$ cat src/rtl/alu_core_pkg.sv
// Shared types for the 2A03 ALU stage: operation codes, page-fix direction,
// FSM states and flag bundles.
package alu_core_pkg;

  localparam int ALU_WIDTH = 8;

  // Seventeen operations, so the code needs five bits.
  typedef enum logic [4:0] {
    ALU_ADC    = 5'd0,
    ALU_SBC    = 5'd1,
    ALU_CMP    = 5'd2,
    ALU_AND    = 5'd3,
    ALU_ORA    = 5'd4,
    ALU_EOR    = 5'd5,
    ALU_BIT    = 5'd6,
    ALU_ASL    = 5'd7,
    ALU_LSR    = 5'd8,
    ALU_ROL    = 5'd9,
    ALU_ROR    = 5'd10,
    ALU_INC    = 5'd11,
    ALU_DEC    = 5'd12,
    ALU_PASS   = 5'd13,
    ALU_ADDR   = 5'd14,
    ALU_BRANCH = 5'd15,
    ALU_FIX    = 5'd16
  } alu_op_t;

  typedef enum logic [1:0] {
    FIX_NONE = 2'd0,
    FIX_INC  = 2'd1,
    FIX_DEC  = 2'd2
  } fix_dir_t;

  typedef enum logic {
    IDLE     = 1'b0,
    FIX_PEND = 1'b1
  } fix_state_t;

  typedef struct packed {
    logic n;
    logic z;
    logic c;
    logic v;
  } alu_flags_t;

  function automatic logic [ALU_WIDTH-1:0] fix_offset(input fix_dir_t dir);
    logic [ALU_WIDTH-1:0] off;
    case (dir)
      FIX_INC: off = 8'h01;
      FIX_DEC: off = 8'hFF;
      default: off = 8'h00;
    endcase
    return off;
  endfunction

endpackage

$ cat src/rtl/alu_core_comb.sv
// Combinational op evaluation: result, candidate flags, flag write mask and
// the page-crossing direction for address/branch adds.
module alu_comb
  import alu_core_pkg::*;
#(
  parameter int WIDTH = ALU_WIDTH
) (
  input  alu_op_t          op,
  input  logic [WIDTH-1:0] in1,
  input  logic [WIDTH-1:0] in2,
  input  logic             c_in,
  input  fix_dir_t         fix_dir,
  output logic [WIDTH-1:0] result,
  output alu_flags_t       flags,
  output alu_flags_t       wmask,
  output fix_dir_t         fix_need
);

  logic [WIDTH:0]   sum;
  logic [WIDTH:0]   diff;
  logic [WIDTH-1:0] b_eff;
  logic [WIDTH-1:0] nz_src;

  // Per-op result, carry/overflow, and which flags the op is allowed to write.
  always_comb begin
    sum      = '0;
    diff     = '0;
    b_eff    = in2;
    result   = in1;
    nz_src   = in1;
    flags    = '0;
    wmask    = '0;
    fix_need = FIX_NONE;
    case (op)
      ALU_ADC, ALU_SBC: begin
        b_eff   = (op == ALU_SBC) ? ~in2 : in2;
        sum     = {1'b0, in1} + {1'b0, b_eff} + {{WIDTH{1'b0}}, c_in};
        result  = sum[WIDTH-1:0];
        nz_src  = sum[WIDTH-1:0];
        flags.c = sum[WIDTH];
        flags.v = (in1[WIDTH-1] == b_eff[WIDTH-1]) && (sum[WIDTH-1] != in1[WIDTH-1]);
        wmask   = 4'b1111;
      end
      ALU_CMP: begin
        diff    = {1'b0, in1} - {1'b0, in2};
        nz_src  = diff[WIDTH-1:0];
        flags.c = ~diff[WIDTH];
        wmask   = 4'b1110;
      end
      ALU_AND: begin
        result = in1 & in2;
        nz_src = in1 & in2;
        wmask  = 4'b1100;
      end
      ALU_ORA: begin
        result = in1 | in2;
        nz_src = in1 | in2;
        wmask  = 4'b1100;
      end
      ALU_EOR: begin
        result = in1 ^ in2;
        nz_src = in1 ^ in2;
        wmask  = 4'b1100;
      end
      ALU_BIT: begin
        nz_src  = in1 & in2;
        flags.v = in2[WIDTH-2];
        wmask   = 4'b1101;
      end
      ALU_ASL: begin
        result  = {in1[WIDTH-2:0], 1'b0};
        nz_src  = {in1[WIDTH-2:0], 1'b0};
        flags.c = in1[WIDTH-1];
        wmask   = 4'b1110;
      end
      ALU_LSR: begin
        result  = {1'b0, in1[WIDTH-1:1]};
        nz_src  = {1'b0, in1[WIDTH-1:1]};
        flags.c = in1[0];
        wmask   = 4'b1110;
      end
      ALU_ROL: begin
        result  = {in1[WIDTH-2:0], c_in};
        nz_src  = {in1[WIDTH-2:0], c_in};
        flags.c = in1[WIDTH-1];
        wmask   = 4'b1110;
      end
      ALU_ROR: begin
        result  = {c_in, in1[WIDTH-1:1]};
        nz_src  = {c_in, in1[WIDTH-1:1]};
        flags.c = in1[0];
        wmask   = 4'b1110;
      end
      ALU_INC: begin
        result = in1 + 8'd1;
        nz_src = in1 + 8'd1;
        wmask  = 4'b1100;
      end
      ALU_DEC: begin
        result = in1 - 8'd1;
        nz_src = in1 - 8'd1;
        wmask  = 4'b1100;
      end
      ALU_PASS: begin
        wmask = 4'b1100;
      end
      ALU_ADDR: begin
        sum      = {1'b0, in1} + {1'b0, in2};
        result   = sum[WIDTH-1:0];
        fix_need = sum[WIDTH] ? FIX_INC : FIX_NONE;
      end
      ALU_BRANCH: begin
        // Unsigned carry combined with the offset sign tells which page we left.
        sum    = {1'b0, in1} + {1'b0, in2};
        result = sum[WIDTH-1:0];
        if (sum[WIDTH] && !in2[WIDTH-1]) begin
          fix_need = FIX_INC;
        end else if (!sum[WIDTH] && in2[WIDTH-1]) begin
          fix_need = FIX_DEC;
        end else begin
          fix_need = FIX_NONE;
        end
      end
      ALU_FIX: begin
        result = in1 + fix_offset(fix_dir);
      end
      default: begin
        result = in1;
      end
    endcase
    flags.z = (nz_src == '0);
    flags.n = (op == ALU_BIT) ? in2[WIDTH-1] : nz_src[WIDTH-1];
  end

endmodule

$ cat src/rtl/alu_core.sv
// Registered 8-bit ALU stage: result/flag registers with write mask, carry
// load, and the page-crossing fix-up FSM.
module alu_core
  import alu_core_pkg::*;
#(
  parameter int WIDTH = ALU_WIDTH
) (
  input  logic             clk,
  input  logic             rst,
  input  logic             stall,
  input  logic             op_valid,
  input  alu_op_t          alu_op,
  input  logic [WIDTH-1:0] in1,
  input  logic [WIDTH-1:0] in2,
  input  logic             c_load,
  input  logic             c_val,
  output logic [WIDTH-1:0] result,
  output logic             flag_n,
  output logic             flag_z,
  output logic             flag_c,
  output logic             flag_v,
  output logic             res_valid,
  output logic             fix_req,
  output logic             fix_busy
);

  logic [WIDTH-1:0] result_q, result_d;
  alu_flags_t       flags_q, flags_d;
  logic             res_valid_q, res_valid_d;
  logic             fix_req_q, fix_req_d;
  fix_dir_t         fix_dir_q, fix_dir_d;
  fix_state_t       state_q, state_d;
  logic             fix_lost_q, fix_lost_d;

  logic             accept;
  logic [WIDTH-1:0] comb_result;
  alu_flags_t       comb_flags;
  alu_flags_t       comb_wmask;
  fix_dir_t         comb_fix;

  assign accept = op_valid && !stall;

  alu_comb #(.WIDTH(WIDTH)) u_comb (
    .op       (alu_op),
    .in1      (in1),
    .in2      (in2),
    .c_in     (flags_q.c),
    .fix_dir  (fix_dir_q),
    .result   (comb_result),
    .flags    (comb_flags),
    .wmask    (comb_wmask),
    .fix_need (comb_fix)
  );

  always_comb begin
    result_d    = result_q;
    flags_d     = flags_q;
    res_valid_d = res_valid_q;
    if (stall) begin
      res_valid_d = res_valid_q;
    end else begin
      res_valid_d = op_valid;
      if (op_valid) begin
        result_d  = comb_result;
        flags_d.n = comb_wmask.n ? comb_flags.n : flags_q.n;
        flags_d.z = comb_wmask.z ? comb_flags.z : flags_q.z;
        flags_d.v = comb_wmask.v ? comb_flags.v : flags_q.v;
        flags_d.c = comb_wmask.c ? comb_flags.c : flags_q.c;
      end else begin
        result_d = result_q;
      end
      // Explicit carry load overrides whatever the op computed.
      flags_d.c = c_load ? c_val : flags_d.c;
    end
  end

  always_comb begin
    state_d    = state_q;
    fix_dir_d  = fix_dir_q;
    fix_lost_d = fix_lost_q;
    fix_req_d  = fix_req_q;
    if (stall) begin
      fix_req_d = fix_req_q;
    end else begin
      fix_req_d = op_valid && (comb_fix != FIX_NONE);
      if (op_valid) begin
        case (state_q)
          IDLE: begin
            if (comb_fix != FIX_NONE) begin
              state_d   = FIX_PEND;
              fix_dir_d = comb_fix;
            end else begin
              state_d   = IDLE;
              fix_dir_d = FIX_NONE;
            end
          end
          FIX_PEND: begin
            if (alu_op == ALU_FIX) begin
              state_d   = IDLE;
              fix_dir_d = FIX_NONE;
            end else begin
              // Any other op abandons the pending fix; a new crossing re-arms it.
              fix_lost_d = 1'b1;
              state_d    = (comb_fix != FIX_NONE) ? FIX_PEND : IDLE;
              fix_dir_d  = comb_fix;
            end
          end
          default: begin
            state_d   = IDLE;
            fix_dir_d = FIX_NONE;
          end
        endcase
      end else begin
        state_d = state_q;
      end
    end
  end

  always_ff @(posedge clk) begin
    if (rst) begin
      result_q    <= '0;
      flags_q     <= '0;
      res_valid_q <= 1'b0;
      fix_req_q   <= 1'b0;
      fix_dir_q   <= FIX_NONE;
      state_q     <= IDLE;
      fix_lost_q  <= 1'b0;
    end else begin
      result_q    <= result_d;
      flags_q     <= flags_d;
      res_valid_q <= res_valid_d;
      fix_req_q   <= fix_req_d;
      fix_dir_q   <= fix_dir_d;
      state_q     <= state_d;
      fix_lost_q  <= fix_lost_d;
    end
  end

  assign result    = result_q;
  assign flag_n    = flags_q.n;
  assign flag_z    = flags_q.z;
  assign flag_c    = flags_q.c;
  assign flag_v    = flags_q.v;
  assign res_valid = res_valid_q;
  assign fix_req   = fix_req_q;
  assign fix_busy  = (state_q == FIX_PEND);

endmodule
$ cat config.mk
export PLATFORM = sky130hd
export DESIGN_NAME = alu_core
export DESIGN_NICKNAME = d
export VERILOG_FILES = /design/src/rtl/alu_core_pkg.sv /design/src/rtl/alu_core_comb.sv /design/src/rtl/alu_core.sv
export SDC_FILE = /design/constraint.sdc
export NUM_CORES = 1
export LEC_CHECK = 0
export BUFFER_PORTS_ARGS = -buffer_cell sky130_fd_sc_hd__clkbuf_2
export CORE_MARGIN = 10
export CORE_UTILIZATION = 55
export CTS_CLUSTER_DIAMETER = 60
export DETAILED_ROUTE_END_ITERATION = 8
export GPL_TIMING_DRIVEN = 0
export PLACE_DENSITY_LB_ADDON = 0.25
export SETUP_SLACK_MARGIN = 0.02
export SLEW_MARGIN = 30
export SYNTH_ARGS = -nofsm -noshare
export SYNTH_HDL_FRONTEND = slang
export SYNTH_HIERARCHICAL = 1
export SYNTH_SLANG_ARGS = --single-unit
$ cat constraint.sdc
create_clock -name clk -period 8.2 [get_ports clk]
set_input_delay 1.23 -clock clk [delete_from_list [all_inputs] [get_ports clk]]
set_output_delay 1.23 -clock clk [all_outputs]
set_load 0.02 [all_outputs]
Word level (Yosys, flattened, before mapping)
Cells that the tools add are included. Widths: inputs -> output; s select.

Bitwise operators: 7. Reduce and logical (&&, ||, !) cells: 23. Muxes and demuxes: 23. Equality and inequality tests: 20. $add $sub $neg: 7.

Operator list (number): $pmux 8 s12 (1); $pmux 8 s11 (1); $eq 5x4->1 const B (8); $eq 5x3->1 const B (4); $add 8x8->9 (2); $mux 8 (2); $pmux 4 s4 (1); $pmux 8 s2 (1); $reduce_and 3->1 (4); $eq 5x2->1 const B (2); $mux 2 (5); $reduce_or 2->1 (5); $add 9x1->9 (1); $sub 8x8->9 (1); $add 8x1->8 const B (1); $add 8x8->8 (1); $and 8x8->8 (1); $logic_not 8->1 (1); $not 8->8 (1); $or 8x8->8 (1); $pmux 2 s2 (2); $sub 8x1->8 const B (1); $xor 8x8->8 (1); $mux 1 (7); 16 further kinds (25).

Input bits: 27. Output and inout port bits: 15. Logic and storage cells: 89. Register bits: 17.

Logic depth before layout (Yosys ltp)
Depth in word-level cells: 10. Gate-level depth with buffers: 17.

Modules after synthesis
Netlist, hierarchy kept.

Modules (own cells, without submodules): alu_comb (sequential area each 0.0 um^2, area an instance 2802.7 um^2, cells each 401, times used 1); alu_core (sequential area each 340.3 um^2, area an instance 673.1 um^2, cells each 82, times used 1).

Worst setup path before layout
No wires, ideal clock.

Kind: input to register. Start point: input alu_op[0]. End point: register flags_q, in the netlist flag_z. Slack: 3874 ps. Arrival: 4256 ps. Setup time: 70 ps. Cell stages on the path: 16. Buffers on the path: 2. Cells stage by stage: buf_2 buf_2 nor2b_1 nand2_1 xnor2_1 fa_1 fa_1 nor2b_1 o31a_1 mux2i_1 nor2_1 nor3_1 nand3_1 nor4_2 nand3_1 a21oi_1.

RTL lines: start: declaration (line alu_core.sv:12) `input alu_op_t alu_op,`; end signal: assignment (line alu_core.sv:130) `flags_q <= flags_d;`; end: declaration (line alu_core.sv:28) `alu_flags_t flags_q, flags_d;`.

==> metrics.txt <==
Post-Route WL 11.3 mm; FMAX 0.192 GHz; Final Hold Viols 0; Site Rows 28; Worst setup SP type input port; Seq/Total Area, Yosys 9.79%; status completed; total number of vias 3869; top_reg_cell synth dfxtp_1; GRT Residual Overflow 0; final setup fails 0; IO Port Bufs 40; IO Pins 42; H-Tree Depth 1; starting density of the core 57.7%; clock sinks 17; final setup margin 2.99 ns; gpl congestion 0.993; Fin Hold WS 0.454 ns; routed vias/inst 6.43; global-route wire length before repair 18.1 mm; Post-DP HPWL 8.97 mm; synth warn 6; Post-synth EDFFs 0; drt first pass iters 5; worst setup path class input port to flop; data arrival time of the critical path 5.40 ns; Die H 99.5 um; launching point of the worst reg2reg path flag_c$_SDFFE_PP0P_; CTS buffer count 3; R2R depth 12; Tcrit/Tclk final 63.6%; pre-CTS setup slack 2.83 ns; cts repair resizes 0; Yosys reg bits 17; min-delay worst type flop to flop; Die W 99.5 um; Post-CTS Setup Bufs 0; setup TNS 0 ns; vias in the first global route 3529; CTS Hold Buffers Added 0; initial DRC count 547; Worst Path Required 8.38 ns; post-layout util 63.4%; Post-Synthesis Cells 483; initial antenna violation count 0; Worst VDD drop 0.0956 mV; Worst slew margin 51.8%; Final Skew 0.00228 ns; Max FO, Critical Path 10; DP Area 3770 um2; Max Root-Sink Buffers 2; worst skew pair latency 0.25 ns; Final nets 601; Reg clk slew, reported paths 0.06 ns; Tightest Pin Transition 0.722 ns; Avg Cell Area, Syn 7.20 um2; RSZ-0062 raised after global routing no; Crit. Startpoint alu_op[0]; total track usage 21.6%; largest net degree at the start of global routing 13; diode count 0; Pleak 1.63 nW; layout cells sized above 1 15.2%; Worst Setup End Kind flop; min cycle time layout 5.21 ns; fin area 3820 um2; synthesized area 3480 um2; CTS tree built; wire per inst 18.7 um; Layout fillers 595; DIE AREA 9900 um2; area delta synth->final 9.94%; CTS Root Buffer Type clkbuf_8; syn_nets 556; Max Slew Vio Count 0; capture point of the worst path flag_z$_SDFFE_PP0P_; ANT nets after route 0; RR Endpoint flag_z$_SDFFE_PP0P_; max-cap violations 0; asr flop ratio synth 0%; pwr dens 88.7 nW/um2; synth unique cells 72; FF-to-FF setup slack 4.77 ns; Remaining DRCs 0; core box area 6030 um2
## routing by layer
metal | share of wire, % | GRT usage [%] | up-vias
met3 | 9.3 | 4.01 | 25
met4 | 2.0 | 6.73 | 0
li1 | - | - | 1860
met1 | 44 | 29.6 | 1749
met5 | 0 | 0 | -
met2 | 45 | 33.2 | 235
## layout by cell type, fill, tap and decap left out, types with 5 or more instances in the layout
cell type and instances:
a211oi_1 6, a21o_1 5, a21oi_1 43, a221oi_1 7, a22oi_1 6, buf_2 12, buf_4 5, clkbuf_1 9
clkbuf_2 40, dfxtp_1 17, fa_1 5, ha_1 41, inv_1 33, nand2_1 55, nand2b_1 9, nand3_1 13
nor2_1 30, nor2b_1 11, nor3_1 10, nor4_1 5, o21ai_0 25, o21bai_1 11, o22ai_1 7, xnor2_1 20
## how the worst min path moves through the flow
stage	startpoint	endpoint	slack (ns)	cells past startpoint
2_1_floorplan	fix_dir_q[0]$_SDFFE_PP0P_	fix_dir_q[0]$_SDFFE_PP0P_	0.44	2
3_3_place_gp	fix_dir_q[0]$_SDFFE_PP0P_	fix_dir_q[0]$_SDFFE_PP0P_	0.44	2
3_5_place_dp	result[1]$_SDFFE_PP0P_	result[1]$_SDFFE_PP0P_	0.45	2
4_1_cts	result[1]$_SDFFE_PP0P_	result[1]$_SDFFE_PP0P_	0.46	2
5_1_grt	result[2]$_SDFFE_PP0P_	result[2]$_SDFFE_PP0P_	0.48	2
6_report	result[3]$_SDFFE_PP0P_	result[3]$_SDFFE_PP0P_	0.45	2
## stage by stage
| stage | power (mW) | std cells |
|---|---|---|
| after floorplan | 0.220 | 483 |
| after global placement | 0.271 | 598 |
| after detailed placement | 0.274 | 598 |
| after CTS | 0.336 | 602 |
| after global routing | 0.363 | 602 |
| final | 0.339 | 602 |
## cell type report
type	instances	area (um2)	share of cell area [%]
Multi-Input combinational cell	406	2880	75.4
Sequential cell	17	340	8.91
Timing Repair Buffer	40	200	5.24
Buffer	27	135	3.54
Inverter	33	124	3.24
Tap cell	75	93.8	2.46
Clock buffer	4	45.0	1.18
## cell usage after synthesis, types with 5 or more instances
cell type  instances  share of area (%)
nor2b_1           11                2.0
buf_4              5                1.1
nor4_1             5               0.90
xnor2_1           20                5.0
o21ai_0           25                3.6
ha_1              41                 15
buf_2             12                1.7
a211oi_1           6                1.3
a22oi_1            6                1.3
a21o_1             5                1.1
nand3_1           13                1.9
a21oi_1           43                6.2
nand2_1           55                5.9
inv_1             33                3.6
clkbuf_1           8               0.86
fa_1               5                2.9
nor2_1            30                3.2
nand2b_1           9                1.6
dfxtp_1           17                9.8
o22ai_1            7                1.3
nor3_1            11                1.6
o21bai_1          11                2.4
a221oi_1           7                1.8
## worst max-delay path: stages
cell      delay, ns
clkbuf_2       0.09
buf_2          0.20
buf_2          0.26
nor2b_1        0.19
nand2_1        0.37
xnor2_1        0.27
fa_1           0.44
fa_1           0.42
nor2b_1        0.17
o31a_1         0.26
mux2i_1        0.22
nor2_1         0.06
nor3_1         0.46
nand3_1        0.18
nor4_2         0.31
nand3_1        0.12
a21oi_1        0.13
## state kept, by name, summed over array words and instances, names as in the netlist
signal and flops:
result 8, flag_c 1, fix_dir_q 2, res_valid 1, flag_n 1, fix_req 1, fix_busy 1, flag_z 1
flag_v 1
## report_power, final
group	switching, mW	leakage [nW]	internal, mW
Combinational	0.117	1.47	0.0729
Sequential	0.00218	0.138	0.0861
Clock	0.0260	0.0228	0.0344
Total	0.145	1.63	0.193
## logic make-up (layout without fill, tap and decap cells)
logic type               Yosys count  after routing  synth area share, %
flip-flops                        17             17                 9.79
buffers and inverters             60            104                 7.45
adder cells (fa/ha/maj)           46             46                 17.6
multiplexers                       6              6                 1.80
AND/OR/NAND/NOR                  180            180                 28.5
AO/OA/AOI/OAI                    150            150                 28.8
XOR/XNOR                          24             24                 6.05
(Power assumes the default switching activity.)
